$ cat config.mk
export PLATFORM = sky130hd
export DESIGN_NAME = keysw_io_responder_flat
export DESIGN_NICKNAME = d
export VERILOG_FILES = /design/src/rtl/keysw_io_responder_if.sv /design/src/rtl/keysw_io_responder.sv /design/src/flat_wrapper.sv
export SDC_FILE = /design/constraint.sdc
export NUM_CORES = 1
export LEC_CHECK = 0
export ABC_AREA = 1
export BUFFER_PORTS_ARGS = -buffer_cell sky130_fd_sc_hd__buf_2
export CAP_MARGIN = 30
export CORE_ASPECT_RATIO = 1.1
export CORE_MARGIN = 3
export CORE_UTILIZATION = 60
export DETAILED_ROUTE_END_ITERATION = 8
export PLACE_DENSITY = 0.79
export RECOVER_POWER = 25
export SYNTH_ARGS = -nofsm -noshare
export SYNTH_HDL_FRONTEND = slang
export SYNTH_SLANG_ARGS = --single-unit
$ cat constraint.sdc
create_clock -name CLK -period 3.6 [get_ports CLK]
set_input_delay 0.72 -clock CLK [delete_from_list [all_inputs] [get_ports CLK]]
set_output_delay 0.72 -clock CLK [all_outputs]
set_load 0.02 [all_outputs]
$ cat src/rtl/keysw_io_responder_if.sv
// CPU data-port view of the KEY/SW responder: address, store strobe/data, read data and decode hit.
// The CPU drives the master side; the responder answers on the slave side.
interface keysw_io_responder_if #(
    parameter int DBITS = 16
);
    logic [DBITS-1:0] ADDR;
    logic             WE;
    logic [DBITS-1:0] DIN;
    logic [DBITS-1:0] DOUT;
    logic             HIT;

    modport master (output ADDR, output WE, output DIN, input DOUT, input HIT);
    modport slave  (input ADDR, input WE, input DIN, output DOUT, output HIT);
endinterface

$ cat src/rtl/keysw_io_responder.sv
// Memory-mapped KEY/SW responder: 2-flop sync, per-bit debounce, W1C press/change events; optional IRQ via KEYSW_IRQ_EN.
// Loads are combinational (same cycle); pins reach KDATA/SDATA 2+DEB_CYCLES edges after a change; no backpressure.
module keysw_io_responder #(
    parameter int DBITS      = 16,
    parameter int DEB_CYCLES = 1000,
    parameter int DEB_BITS   = 10
) (
    input  logic                 CLK,
    input  logic                 RESET_N,
    input  logic [3:0]           KEY,
    input  logic [9:0]           SW,
    keysw_io_responder_if.slave  bus
`ifdef KEYSW_IRQ_EN
    ,
    output logic                 IRQ
`endif
);
    localparam logic [DBITS-1:0] A_KDATA = DBITS'(16'hFFF0);
    localparam logic [DBITS-1:0] A_SDATA = DBITS'(16'hFFF2);
    localparam logic [DBITS-1:0] A_KEVT  = DBITS'(16'hFFF4);
    localparam logic [DBITS-1:0] A_SEVT  = DBITS'(16'hFFF6);
`ifdef KEYSW_IRQ_EN
    localparam logic [DBITS-1:0] A_IMASK = DBITS'(16'hFFFE);
`endif
    localparam logic [DEB_BITS-1:0] CNT_LAST = DEB_BITS'(DEB_CYCLES - 1);
    // Keys idle high (active-low buttons), switches start low.
    localparam logic [13:0] PIN_RST = {10'h000, 4'hF};

    logic [13:0]         sync1, sync2;
    logic [13:0]         deb, deb_nxt;
    logic [DEB_BITS-1:0] cnt [14];
    logic [3:0]          kpress;
    logic [9:0]          schg;
    logic [3:0]          kset, kclr;
    logic [9:0]          sset, sclr;
    logic [DBITS-1:0]    dout;
    logic                hit;
    logic                unused_din;

    assign unused_din = ^bus.DIN[DBITS-1:10];

    always_ff @(posedge CLK) begin
        if (!RESET_N) begin
            sync1 <= PIN_RST;
            sync2 <= PIN_RST;
        end else begin
            sync1 <= {SW, KEY};
            sync2 <= sync1;
        end
    end

    // A bit commits only after DEB_CYCLES consecutive disagreeing cycles.
    always_comb begin
        deb_nxt = deb;
        for (int i = 0; i < 14; i++) begin
            if (sync2[i] != deb[i] && cnt[i] == CNT_LAST)
                deb_nxt[i] = sync2[i];
        end
    end

    always_ff @(posedge CLK) begin
        if (!RESET_N) begin
            deb <= PIN_RST;
            for (int i = 0; i < 14; i++)
                cnt[i] <= '0;
        end else begin
            deb <= deb_nxt;
            for (int i = 0; i < 14; i++) begin
                if (sync2[i] == deb[i] || cnt[i] == CNT_LAST)
                    cnt[i] <= '0;
                else
                    cnt[i] <= cnt[i] + 1'b1;
            end
        end
    end

    assign kset = deb[3:0] & ~deb_nxt[3:0];
    assign sset = deb[13:4] ^ deb_nxt[13:4];
    assign kclr = (bus.WE && bus.ADDR == A_KEVT) ? bus.DIN[3:0] : 4'h0;
    assign sclr = (bus.WE && bus.ADDR == A_SEVT) ? bus.DIN[9:0] : 10'h000;

    // Set is ORed in after the clear so a same-cycle set survives the W1C.
    always_ff @(posedge CLK) begin
        if (!RESET_N) begin
            kpress <= 4'h0;
            schg   <= 10'h000;
        end else begin
            kpress <= (kpress & ~kclr) | kset;
            schg   <= (schg & ~sclr) | sset;
        end
    end

`ifdef KEYSW_IRQ_EN
    logic [13:0] imask;

    always_ff @(posedge CLK) begin
        if (!RESET_N) begin
            imask <= 14'h0000;
            IRQ   <= 1'b0;
        end else begin
            if (bus.WE && bus.ADDR == A_IMASK)
                imask <= bus.DIN[13:0];
            IRQ <= (|(kpress & imask[3:0])) | (|(schg & imask[13:4]));
        end
    end
`endif

    always_comb begin
        hit  = 1'b1;
        dout = DBITS'(16'hDEAD);
        case (bus.ADDR)
            A_KDATA: dout = DBITS'({12'h000, deb[3:0]});
            A_SDATA: dout = DBITS'({6'h00, deb[13:4]});
            A_KEVT:  dout = DBITS'({12'h000, kpress});
            A_SEVT:  dout = DBITS'({6'h00, schg});
`ifdef KEYSW_IRQ_EN
            A_IMASK: dout = DBITS'({2'b00, imask});
`endif
            default: hit = 1'b0;
        endcase
    end

    assign bus.DOUT = dout;
    assign bus.HIT  = hit;
endmodule

$ cat src/flat_wrapper.sv
// flat-port wrapper written by rule: the top's interface ports become plain ports
module keysw_io_responder_flat 
#(
    parameter int DBITS      = 16,
    parameter int DEB_CYCLES = 1000,
    parameter int DEB_BITS   = 10
)
  (CLK, RESET_N, KEY, SW, bus_ADDR, bus_WE, bus_DIN, bus_DOUT, bus_HIT);
  keysw_io_responder_if #(.DBITS(DBITS)) bus_i ();
  input  logic CLK;
  input  logic RESET_N;
  input  logic [3:0] KEY;
  input  logic [9:0] SW;
  input wire logic [$bits(bus_i.ADDR)-1:0] bus_ADDR;
  input wire logic [$bits(bus_i.WE)-1:0] bus_WE;
  input wire logic [$bits(bus_i.DIN)-1:0] bus_DIN;
  output wire logic [$bits(bus_i.DOUT)-1:0] bus_DOUT;
  output wire logic [$bits(bus_i.HIT)-1:0] bus_HIT;
  assign bus_i.ADDR = bus_ADDR;
  assign bus_i.WE = bus_WE;
  assign bus_i.DIN = bus_DIN;
  assign bus_DOUT = bus_i.DOUT;
  assign bus_HIT = bus_i.HIT;
  keysw_io_responder #(.DBITS(DBITS), .DEB_CYCLES(DEB_CYCLES), .DEB_BITS(DEB_BITS)) u_core (.CLK(CLK), .RESET_N(RESET_N), .KEY(KEY), .SW(SW), .bus(bus_i));
endmodule
==> run summary, run 1 <==
OUTCOME
----------------------------------------------------------------------------------------
Result of the run                                                           finished clean

POWER AND IR DROP
----------------------------------------------------------------------------------------
Reg power frac                                                                     56.2%
Sw Share                                                                           21.8%
Portion of total power attributed to the clock network                             38.9%
Total power density per cell area                                             395 nW/um2
Internal cell power                                                              3.57 mW
Reported leakage power                                                           4.92 nW
Combinational cell fraction of total power                                          4.8%
Power spent charging and discharging nets                                       0.997 mW
Highest ir drop seen on vdd                                                   0.000327 V

SYNTH
----------------------------------------------------------------------------------------
Cell taking the most area after synthesis                                   sky130_fd_sc_hd__edfxtp_1
Dominant cells by area after synthesis                                      sky130_fd_sc_hd__edfxtp_1 (42%), sky130_fd_sc_hd__dfxtp_1 (11%), sky130_fd_sc_hd__nand2_1 (7.9%)
Fraction of registers with async set/reset                                            0%
Sequential element share of the synthesized area                                   53.2%
Post-synthesis cell area                                                       10000 um2
Instance count of the mapped netlist                                                1128
Fraction of synthesized cell area taken by the top area cell type                  42.0%
Avg Synthesized Cell Area                                                       8.88 um2
Flip-flop cell with the highest count after synthesis                       sky130_fd_sc_hd__edfxtp_1
Count of flip-flops with a built-in enable after synthesis                           140
Number of warning messages in the yosys log                                            0
Number of register bits inferred by synthesis                                        196
Number of unique standard cell types used by synthesis                                47

TIMING
----------------------------------------------------------------------------------------
Max-slew headroom at the worst pin                                                 5.61%
Max Transition Viols Final                                                             0
Final critical delay including setup and external delays                         2750 ps
Number of hold-slack violations in the final timing report                             0
RSZ-0062 raised after global routing                                                  no
Maximum achievable frequency                                                   0.363 GHz
Number of failing setup endpoints in the final timing report                           0
Slew @ Worst Pin                                                                 1420 ps
Ratio of final minimum period to clock period                                      76.5%
Final TNS setup                                                                     0 ps
Setup skew after layout                                                          11.5 ps
Worst hold slack after final layout                                               415 ps

CLOCK TREE
----------------------------------------------------------------------------------------
Sinks on the clock net                                                               196
TritonCTS clock tree                                                               built
Number of cells upsized or downsized after cts                                         0
Num CTS Buffers                                                                       17
Clock latency at the later pin of the worst-skew pair                             430 ps
CTS Root Cell                                                               sky130_fd_sc_hd__clkbuf_16
H-Tree Depth                                                                           4
Postcts setup bufs                                                                     0
Hold-fix buffer count after cts                                                        0
Maximum count of clock buffers along a single path                                     2
Clock slew at reported path FFs                                                    60 ps

SETUP PATH
----------------------------------------------------------------------------------------
Data required time of the worst path                                             2880 ps
Arrival time at the worst endpoint                                               2030 ps
List of cells traversed by the critical path                                buf_2 -> nand2_1 -> nor2_2 -> nand2_4 -> nor2_4 -> inv_2 -> nand3_4 -> nand3_1 -> buf_2
Slowest-stage cell, CP                                                      sky130_fd_sc_hd__nor2_4
Crit path top cell by count                                                 sky130_fd_sc_hd__buf_2
R2R Path Start                                                              u_core.cnt[0][0]
Crit Path Max Fanout                                                                   8
Reg2reg path depth                                                                     6
Count of buffering cells on the critical path with inverters included                  3
Worst R2R End                                                               u_core.cnt[0][2]
Largest stage delay on the critical path                                          250 ps
CP delay by family, top                                                     simple AND/OR/NAND/NOR gates
Category of the critical setup timing path                                     in -> out
Sort of element at the end of the critical path                              output port
R2r setup slk                                                                    1860 ps
Sort of element at the start of the critical path                              input pin

GLOBAL ROUTING
----------------------------------------------------------------------------------------
Global-route wire length before repair                                          32000 um
Antenna violations before repair                                                       0
Grt peak-use layer                                                                  met2
Number of global-route vias before repair                                           7569
Congestion Overflow GR                                                                 0
Largest net degree at the start of global routing                                     31
Met3 track utilization from global routing                                         4.52%
Global-route track usage on met1                                                   26.1%
Global-route met2 utilization                                                      37.9%
Total global-route track usage                                                     21.5%

DETAILED ROUTING
----------------------------------------------------------------------------------------
Avg WL per Cell                                                                  11.8 um
Per-cell via count in the routed design                                             5.00
Drt first-iter violations                                                            397
Number of search-and-repair iterations in the first detailed-routing pass              6
DRT Wirelength                                                                  18300 um
Post-route ant nets                                                                    0
Count of vias placed by the detailed router                                         7736
Post-route DRC                                                                         0

FLOORPLANNING
----------------------------------------------------------------------------------------
Area of the core                                                               16000 um2
Number of rows in the core area                                                       48
Total I/O pin count                                                                   66
Starting density of the core                                                       62.5%
Die area                                                                       18300 um2
Die Height                                                                        142 um
DIE WIDTH                                                                         129 um

MIN PATH
----------------------------------------------------------------------------------------
Hold path startpoint                                                        u_core.sync1[10]
Count of cells along the worst hold path                                               2
Worst Hold Endpoint                                                         u_core.sync2[10]
Class of the tightest hold or removal check                                   reg -> reg

CELLS AND AREA
----------------------------------------------------------------------------------------
Area occupied by registers                                                      5330 um2
Fraction of layout cells with a size suffix above 1                                12.6%
Number of nets in the layout                                                        1397
Count of filler cells inserted in the layout                                        1253
Area of the multi-input gates                                                   4570 um2
Post-Route Utilization                                                             72.0%
Signed area change from the synthesized netlist to the final layout                15.3%
N_diodes                                                                               0
Post-Layout Inst Area                                                          11500 um2

RUN
----------------------------------------------------------------------------------------
Max-cap violations                                                                     0

PLACEMENT
----------------------------------------------------------------------------------------
Routability cong.                                                                  0.829
Number of input and output port buffers inserted                                      58
Placed Instance Area                                                           11000 um2
Post-detailed-placement half-perimeter wirelength                               13700 um

## cell type report
type | instances | area share [%]
clock inverters | 8 | 0.412
inverters | 145 | 4.71
clock buffers | 24 | 4.44
well taps | 200 | 2.17
multi-input cells | 914 | 39.6
repair buffers | 60 | 2.57
flip-flops and latches | 196 | 46.1
## sequential cells by signal, indices dropped and copies added, names as in the netlist
name	cells
u_core.sync2	14
u_core.sync1	14
u_core.deb	14
u_core.cnt	140
u_core.kpress	4
u_core.schg	10
## power by group through the flow
stage / sequential (mW) / combinational, mW / clock (mW)
3_5_place_dp: 2.62 / 0.218 / 0
4_1_cts: 2.57 / 0.220 / 1.82
5_1_grt: 2.58 / 0.261 / 1.91
2_1_floorplan: 2.60 / 0.165 / 0
6_report: 2.57 / 0.221 / 1.78
3_3_place_gp: 2.61 / 0.212 / 0
## cells in the final DEF (no fill, tap or decap), types with 3 or more instances in the layout
cell type / count
sky130_fd_sc_hd__nand2_1: 212
sky130_fd_sc_hd__nor2_1: 177
sky130_fd_sc_hd__inv_1: 143
sky130_fd_sc_hd__conb_1: 141
sky130_fd_sc_hd__edfxtp_1: 140
sky130_fd_sc_hd__nand3_1: 65
sky130_fd_sc_hd__buf_2: 57
sky130_fd_sc_hd__dfxtp_1: 56
sky130_fd_sc_hd__a21oi_1: 45
sky130_fd_sc_hd__nor3_1: 44
sky130_fd_sc_hd__o21ai_0: 30
sky130_fd_sc_hd__xor2_1: 27
sky130_fd_sc_hd__nand4_1: 20
sky130_fd_sc_hd__clkbuf_16: 18
sky130_fd_sc_hd__xnor2_1: 17
sky130_fd_sc_hd__nor2_2: 16
sky130_fd_sc_hd__ha_1: 14
sky130_fd_sc_hd__or2_2: 13
sky130_fd_sc_hd__nand2_2: 11
sky130_fd_sc_hd__o21ai_1: 11
sky130_fd_sc_hd__nor3b_2: 9
sky130_fd_sc_hd__nand3_2: 8
sky130_fd_sc_hd__nor3_2: 8
sky130_fd_sc_hd__a21oi_2: 7
sky130_fd_sc_hd__nor3b_1: 6
sky130_fd_sc_hd__a31oi_1: 5
sky130_fd_sc_hd__clkbuf_1: 5
sky130_fd_sc_hd__nor2_4: 4
sky130_fd_sc_hd__or2_0: 4
sky130_fd_sc_hd__clkbuf_8: 4
sky130_fd_sc_hd__nand3b_1: 3
sky130_fd_sc_hd__clkinv_2: 3
sky130_fd_sc_hd__clkinvlp_4: 3
## cell usage after synthesis, types with 2 or more instances
cell                       instances
sky130_fd_sc_hd__nor2_1          177
sky130_fd_sc_hd__buf_2             4
sky130_fd_sc_hd__nor2_2           16
sky130_fd_sc_hd__a31oi_1           5
sky130_fd_sc_hd__nand4_1          19
sky130_fd_sc_hd__nor2_4            4
sky130_fd_sc_hd__or2_0             4
sky130_fd_sc_hd__o21ai_0          21
sky130_fd_sc_hd__buf_4             6
sky130_fd_sc_hd__o21ai_1          20
sky130_fd_sc_hd__inv_1           142
sky130_fd_sc_hd__dfxtp_1          56
sky130_fd_sc_hd__inv_2             3
sky130_fd_sc_hd__xnor2_1          17
sky130_fd_sc_hd__nand2_2          13
sky130_fd_sc_hd__nand3_1          65
sky130_fd_sc_hd__a211oi_1          2
sky130_fd_sc_hd__ha_1             14
sky130_fd_sc_hd__edfxtp_1        140
sky130_fd_sc_hd__nand2_1         210
sky130_fd_sc_hd__xor2_1           27
sky130_fd_sc_hd__o21bai_1          2
sky130_fd_sc_hd__a21oi_1          44
sky130_fd_sc_hd__nor3_2            8
sky130_fd_sc_hd__a21oi_2           8
sky130_fd_sc_hd__or2_2            13
sky130_fd_sc_hd__nor3b_2           9
sky130_fd_sc_hd__nand2_4           2
sky130_fd_sc_hd__nor3_1           44
sky130_fd_sc_hd__nand3b_1          3
sky130_fd_sc_hd__nand3_2           8
sky130_fd_sc_hd__conb_1            2
sky130_fd_sc_hd__nor3b_1           6
## metrics by stage
step | instances | setup WS (ps) | total power, mW
floorplan | 1267 | 1120 | 2.76
global placement | 1515 | 801 | 2.82
detailed placement | 1515 | 799 | 2.83
CTS | 1547 | 798 | 4.61
global route | 1547 | 745 | 4.75
finish | 1547 | 845 | 4.57
## tightest hold or removal path, delay by kind of cell, from the launching register on
family	cells	cell delay, ps
buf+inv	1	40
simple gates	1	50
flops	1	310
## how the worst max path moves through the flow
stage	from	endpoint	slack (ps)	cells past startpoint
finish	bus_ADDR[9]	bus_DOUT[9]	850	9
detailed placement	bus_ADDR[9]	bus_DOUT[6]	800	8
global placement	bus_ADDR[9]	bus_DOUT[6]	800	8
CTS	bus_ADDR[9]	bus_DOUT[6]	800	8
global route	RESET_N	u_core.cnt[0][48]	740	7
floorplan	bus_ADDR[1]	bus_DOUT[11]	1120	9
## routing by layer
metal,vias up,share of wire [%]
met5,-,0
met4,0,1.7
met3,28,4.6
met2,160,51
met1,3561,43
li1,3987,-
## cells by family after synthesis
family | after synthesis | synth area share [%]
and+or+nand+nor | 608 | 29.0
DFF | 196 | 53.2
buffers and inverters | 157 | 6.23
AOI/OAI and AO/OA | 107 | 5.95
xor gates and xnor gates | 44 | 3.85
adders and majority gates | 14 | 1.75
other | 2 | 0.0750
Note: power is estimated with default switching activity, not from simulation.
==> run 2: changes to the inputs <==
- CORE_UTILIZATION: 60 -> 55
- PLACE_DENSITY: 0.79 -> 0.76
- clock period: 3.6 -> 2.2 ns (I/O delays scaled with it)
==> run 2 against run 1 <==
  * Global-route usage down 2.5 points
  * Via count down 1.5%
  * Largest cell class unchanged
  * Critical endpoint unchanged
  * Power up 63%
  * Clock skew down 0.80 ps
  * Largest power group unchanged
  * Final cell count up 2.9%
==> run summary, run 2 (synthesis gave the netlist of run 1 again) <==
GLOBAL ROUTING
----------------------------------------------------------------------------------------
Antenna violations before repair                                                       0   unchanged
Total global-route track usage                                                     19.1%   was 21.5%
Congestion Overflow GR                                                                 0   unchanged
Global-route wire length before repair                                          31000 um   was 32000 um
Largest net degree at the start of global routing                                     20   was 31
Number of global-route vias before repair                                           7052   was 7569

PLACEMENT
----------------------------------------------------------------------------------------
Post-Place Worst Slack                                                            109 ps   was 799 ps
Placed Instance Area                                                           11100 um2   was 11000 um2
Number of input and output port buffers inserted                                      58   unchanged
Instance count after placement with tap cells included                              1560   was 1515
Post-detailed-placement half-perimeter wirelength                               13400 um   was 13700 um
Routability cong.                                                                  0.883   was 0.829

SETUP PATH
----------------------------------------------------------------------------------------
Count of buffering cells on the critical path with inverters included                  3   unchanged
Worst R2R End                                                               u_core.cnt[0][2]   unchanged
Category of the critical setup timing path                                     in -> out   unchanged
Slowest-stage cell, CP                                                      sky130_fd_sc_hd__nor2_4   unchanged
R2R Path Start                                                              u_core.cnt[0][0]   unchanged
List of cells traversed by the critical path                                buf_2 -> inv_1 -> nand2_1 -> nor2_1 -> nand2_1 -> nor2_4 -> nor2_2 -> nand3_4 -> nand3_1 -> buf_2   was buf_2 -> nand2_1 -> nor2_2 -> nand2_4 -> nor2_4 -> inv_2 -> nand3_4 -> nand3_1 -> buf_2
Arrival time at the worst endpoint                                               1640 ps   was 2030 ps
CP delay by family, top                                                     simple AND/OR/NAND/NOR gates   unchanged
Sort of element at the start of the critical path                              input pin   unchanged
Sort of element at the end of the critical path                              output port   unchanged
R2r setup slk                                                                     510 ps   was 1860 ps
Crit Path Max Fanout                                                                   8   unchanged
Largest stage delay on the critical path                                          180 ps   was 250 ps
Data required time of the worst path                                             1760 ps   was 2880 ps
Reg2reg path depth                                                                     6   unchanged

MIN PATH
----------------------------------------------------------------------------------------
Class of the tightest hold or removal check                                    in -> reg   was reg -> reg
Count of cells along the worst hold path                                               3   was 2
Hold path startpoint                                                               SW[4]   was u_core.sync1[10]
Worst Hold Endpoint                                                         u_core.sync1[8]   was u_core.sync2[10]

FLOORPLANNING
----------------------------------------------------------------------------------------
DIE WIDTH                                                                         135 um   was 129 um
Die Height                                                                        148 um   was 142 um
Die area                                                                       19900 um2   was 18300 um2
Number of rows in the core area                                                       51   was 48
Area of the core                                                               17800 um2   was 16000 um2
Total I/O pin count                                                                   66   unchanged
Starting density of the core                                                       56.3%   was 62.5%

CLOCK TREE
----------------------------------------------------------------------------------------
CTS Root Cell                                                               sky130_fd_sc_hd__clkbuf_16   unchanged
Num CTS Buffers                                                                       17   unchanged
Clock slew at reported path FFs                                                    70 ps   was 60 ps
Clock latency at the later pin of the worst-skew pair                             440 ps   was 430 ps
Postcts setup bufs                                                                     0   unchanged
Maximum count of clock buffers along a single path                                     2   unchanged
Sinks on the clock net                                                               196   unchanged
H-Tree Depth                                                                           4   unchanged
TritonCTS clock tree                                                               built   unchanged

POWER AND IR DROP
----------------------------------------------------------------------------------------
Highest ir drop seen on vdd                                                   0.000566 V   was 0.000327 V
Total power density per cell area                                             642 nW/um2   was 395 nW/um2
Reported leakage power                                                           4.95 nW   was 4.92 nW
PnR Total Power                                                                  7.46 mW   was 4.57 mW

DETAILED ROUTING
----------------------------------------------------------------------------------------
Avg WL per Cell                                                                  11.3 um   was 11.8 um
Drt first-iter violations                                                            351   was 397
Post-route DRC                                                                         0   unchanged
Per-cell via count in the routed design                                             4.79   was 5.00
Post-route ant nets                                                                    0   unchanged
Number of search-and-repair iterations in the first detailed-routing pass              5   was 6
Count of vias placed by the detailed router                                         7619   was 7736
DRT Wirelength                                                                  18000 um   was 18300 um

CELLS AND AREA
----------------------------------------------------------------------------------------
Signed area change from the synthesized netlist to the final layout                16.0%   was 15.3%
Register ranked first by flip-flop count                                      u_core.cnt   unchanged
Most common cell after layout, fill and taps aside                          sky130_fd_sc_hd__nand2_1   unchanged
Top library cells by usage in the layout, fill and taps aside               sky130_fd_sc_hd__nand2_1 (211), sky130_fd_sc_hd__nor2_1 (177), sky130_fd_sc_hd__inv_1 (142)   was sky130_fd_sc_hd__nand2_1 (212), sky130_fd_sc_hd__nor2_1 (177), sky130_fd_sc_hd__inv_1 (143)
Largest register FFs                                                                 140   unchanged
Post-Layout Inst Area                                                          11600 um2   was 11500 um2
Fraction of layout cells with a size suffix above 1                                13.0%   was 12.6%
N_diodes                                                                               0   unchanged
Number of nets in the layout                                                        1404   was 1397
Final Instance Count excl. Fillers                                                  1592   was 1547

TIMING
----------------------------------------------------------------------------------------
Setup skew after layout                                                          10.7 ps   was 11.5 ps
Final critical-path setup slack                                                   123 ps   was 845 ps
Max-slew headroom at the worst pin                                                 38.3%   was 5.61%
Number of hold-slack violations in the final timing report                             0   unchanged
Ratio of final minimum period to clock period                                      94.4%
Number of failing setup endpoints in the final timing report                           0   unchanged
Final TNS setup                                                                     0 ps   unchanged
Maximum achievable frequency                                                   0.481 GHz
Final critical delay including setup and external delays                         2080 ps
RSZ-0062 raised after global routing                                                  no   unchanged
Slew @ Worst Pin                                                                  925 ps   was 1420 ps
Max Transition Viols Final                                                             0   unchanged

OUTCOME
----------------------------------------------------------------------------------------
Result of the run                                                           finished clean   unchanged

RUN
----------------------------------------------------------------------------------------
Max-cap violations                                                                     0   unchanged

run 2: changes by cell type in the layout (fill, tap and decap cells not counted), sizes merged:
| cell | previous run | this run |
|---|---|---|
| clkinv | 4 | 7 |
| inv | 146 | 151 |
| clkbuf | 27 | 23 |
| clkinvlp | 3 | 1 |
| buf | 57 | 62 |
run 2: report_power, final:
part	total [mW]	leakage (nW)	internal [mW]	switching [mW]
combinational	0.365	2.78	0.129	0.236
sequential	4.20	1.90	4.09	0.112
clock	2.90	0.268	1.48	1.42
run 2: layout make-up:
cell class / instances / area (um2)
Clock inverter: 14 / 120
Multi-Input combinational cell: 914 / 4560
Timing Repair Buffer: 67 / 342
Fill cell: 1497 / 6180
Clock buffer: 18 / 429
Sequential cell: 196 / 5330
Inverter: 145 / 544
Tap cell: 238 / 298
run 2: worst min-delay path: stages:
cell and delay, ps:
sky130_fd_sc_hd__buf_2 70, sky130_fd_sc_hd__nand2_1 40, sky130_fd_sc_hd__inv_1 40
run 2: timing repair:
| item | in CTS | in global routing |
|---|---|---|
| resized for setup | 0 | 1 |
| endpoints found under the setup margin | 0 | 1 |
| hold buffers | 0 | 0 |
run 2: per-layer routing:
layer | wire [um] | track usage, %
met2 | 8440 | 31.2
met3 | 785 | 3.74
met4 | 364 | 7.38
met1 | 8400 | 25.2
met5 | 0 | 0
run 2: per-stage QoR:
| step | util, % | hold WS (ps) |
|---|---|---|
| after global placement | 62.4 | 392 |
| after global routing | 65.3 | 186 |
| final | 65.3 | 179 |
| after floorplan | - | 390 |
| after CTS | 65.5 | 166 |
| after detailed placement | 62.4 | 396 |
run 2: worst max-delay path by stage:
| stage | startpoint | endpoint | slack, ps | depth (start not counted) |
|---|---|---|---|---|
| 6_report | bus_ADDR[1] | bus_DOUT[9] | 120 | 10 |
| 5_1_grt | bus_ADDR[1] | bus_DOUT[9] | 30 | 10 |
| 4_1_cts | bus_ADDR[3] | bus_DOUT[6] | 90 | 7 |
| 3_5_place_dp | bus_ADDR[3] | bus_DOUT[6] | 110 | 7 |
| 3_3_place_gp | bus_ADDR[3] | bus_DOUT[6] | 120 | 7 |
| 2_1_floorplan | bus_ADDR[1] | bus_DOUT[11] | 280 | 9 |
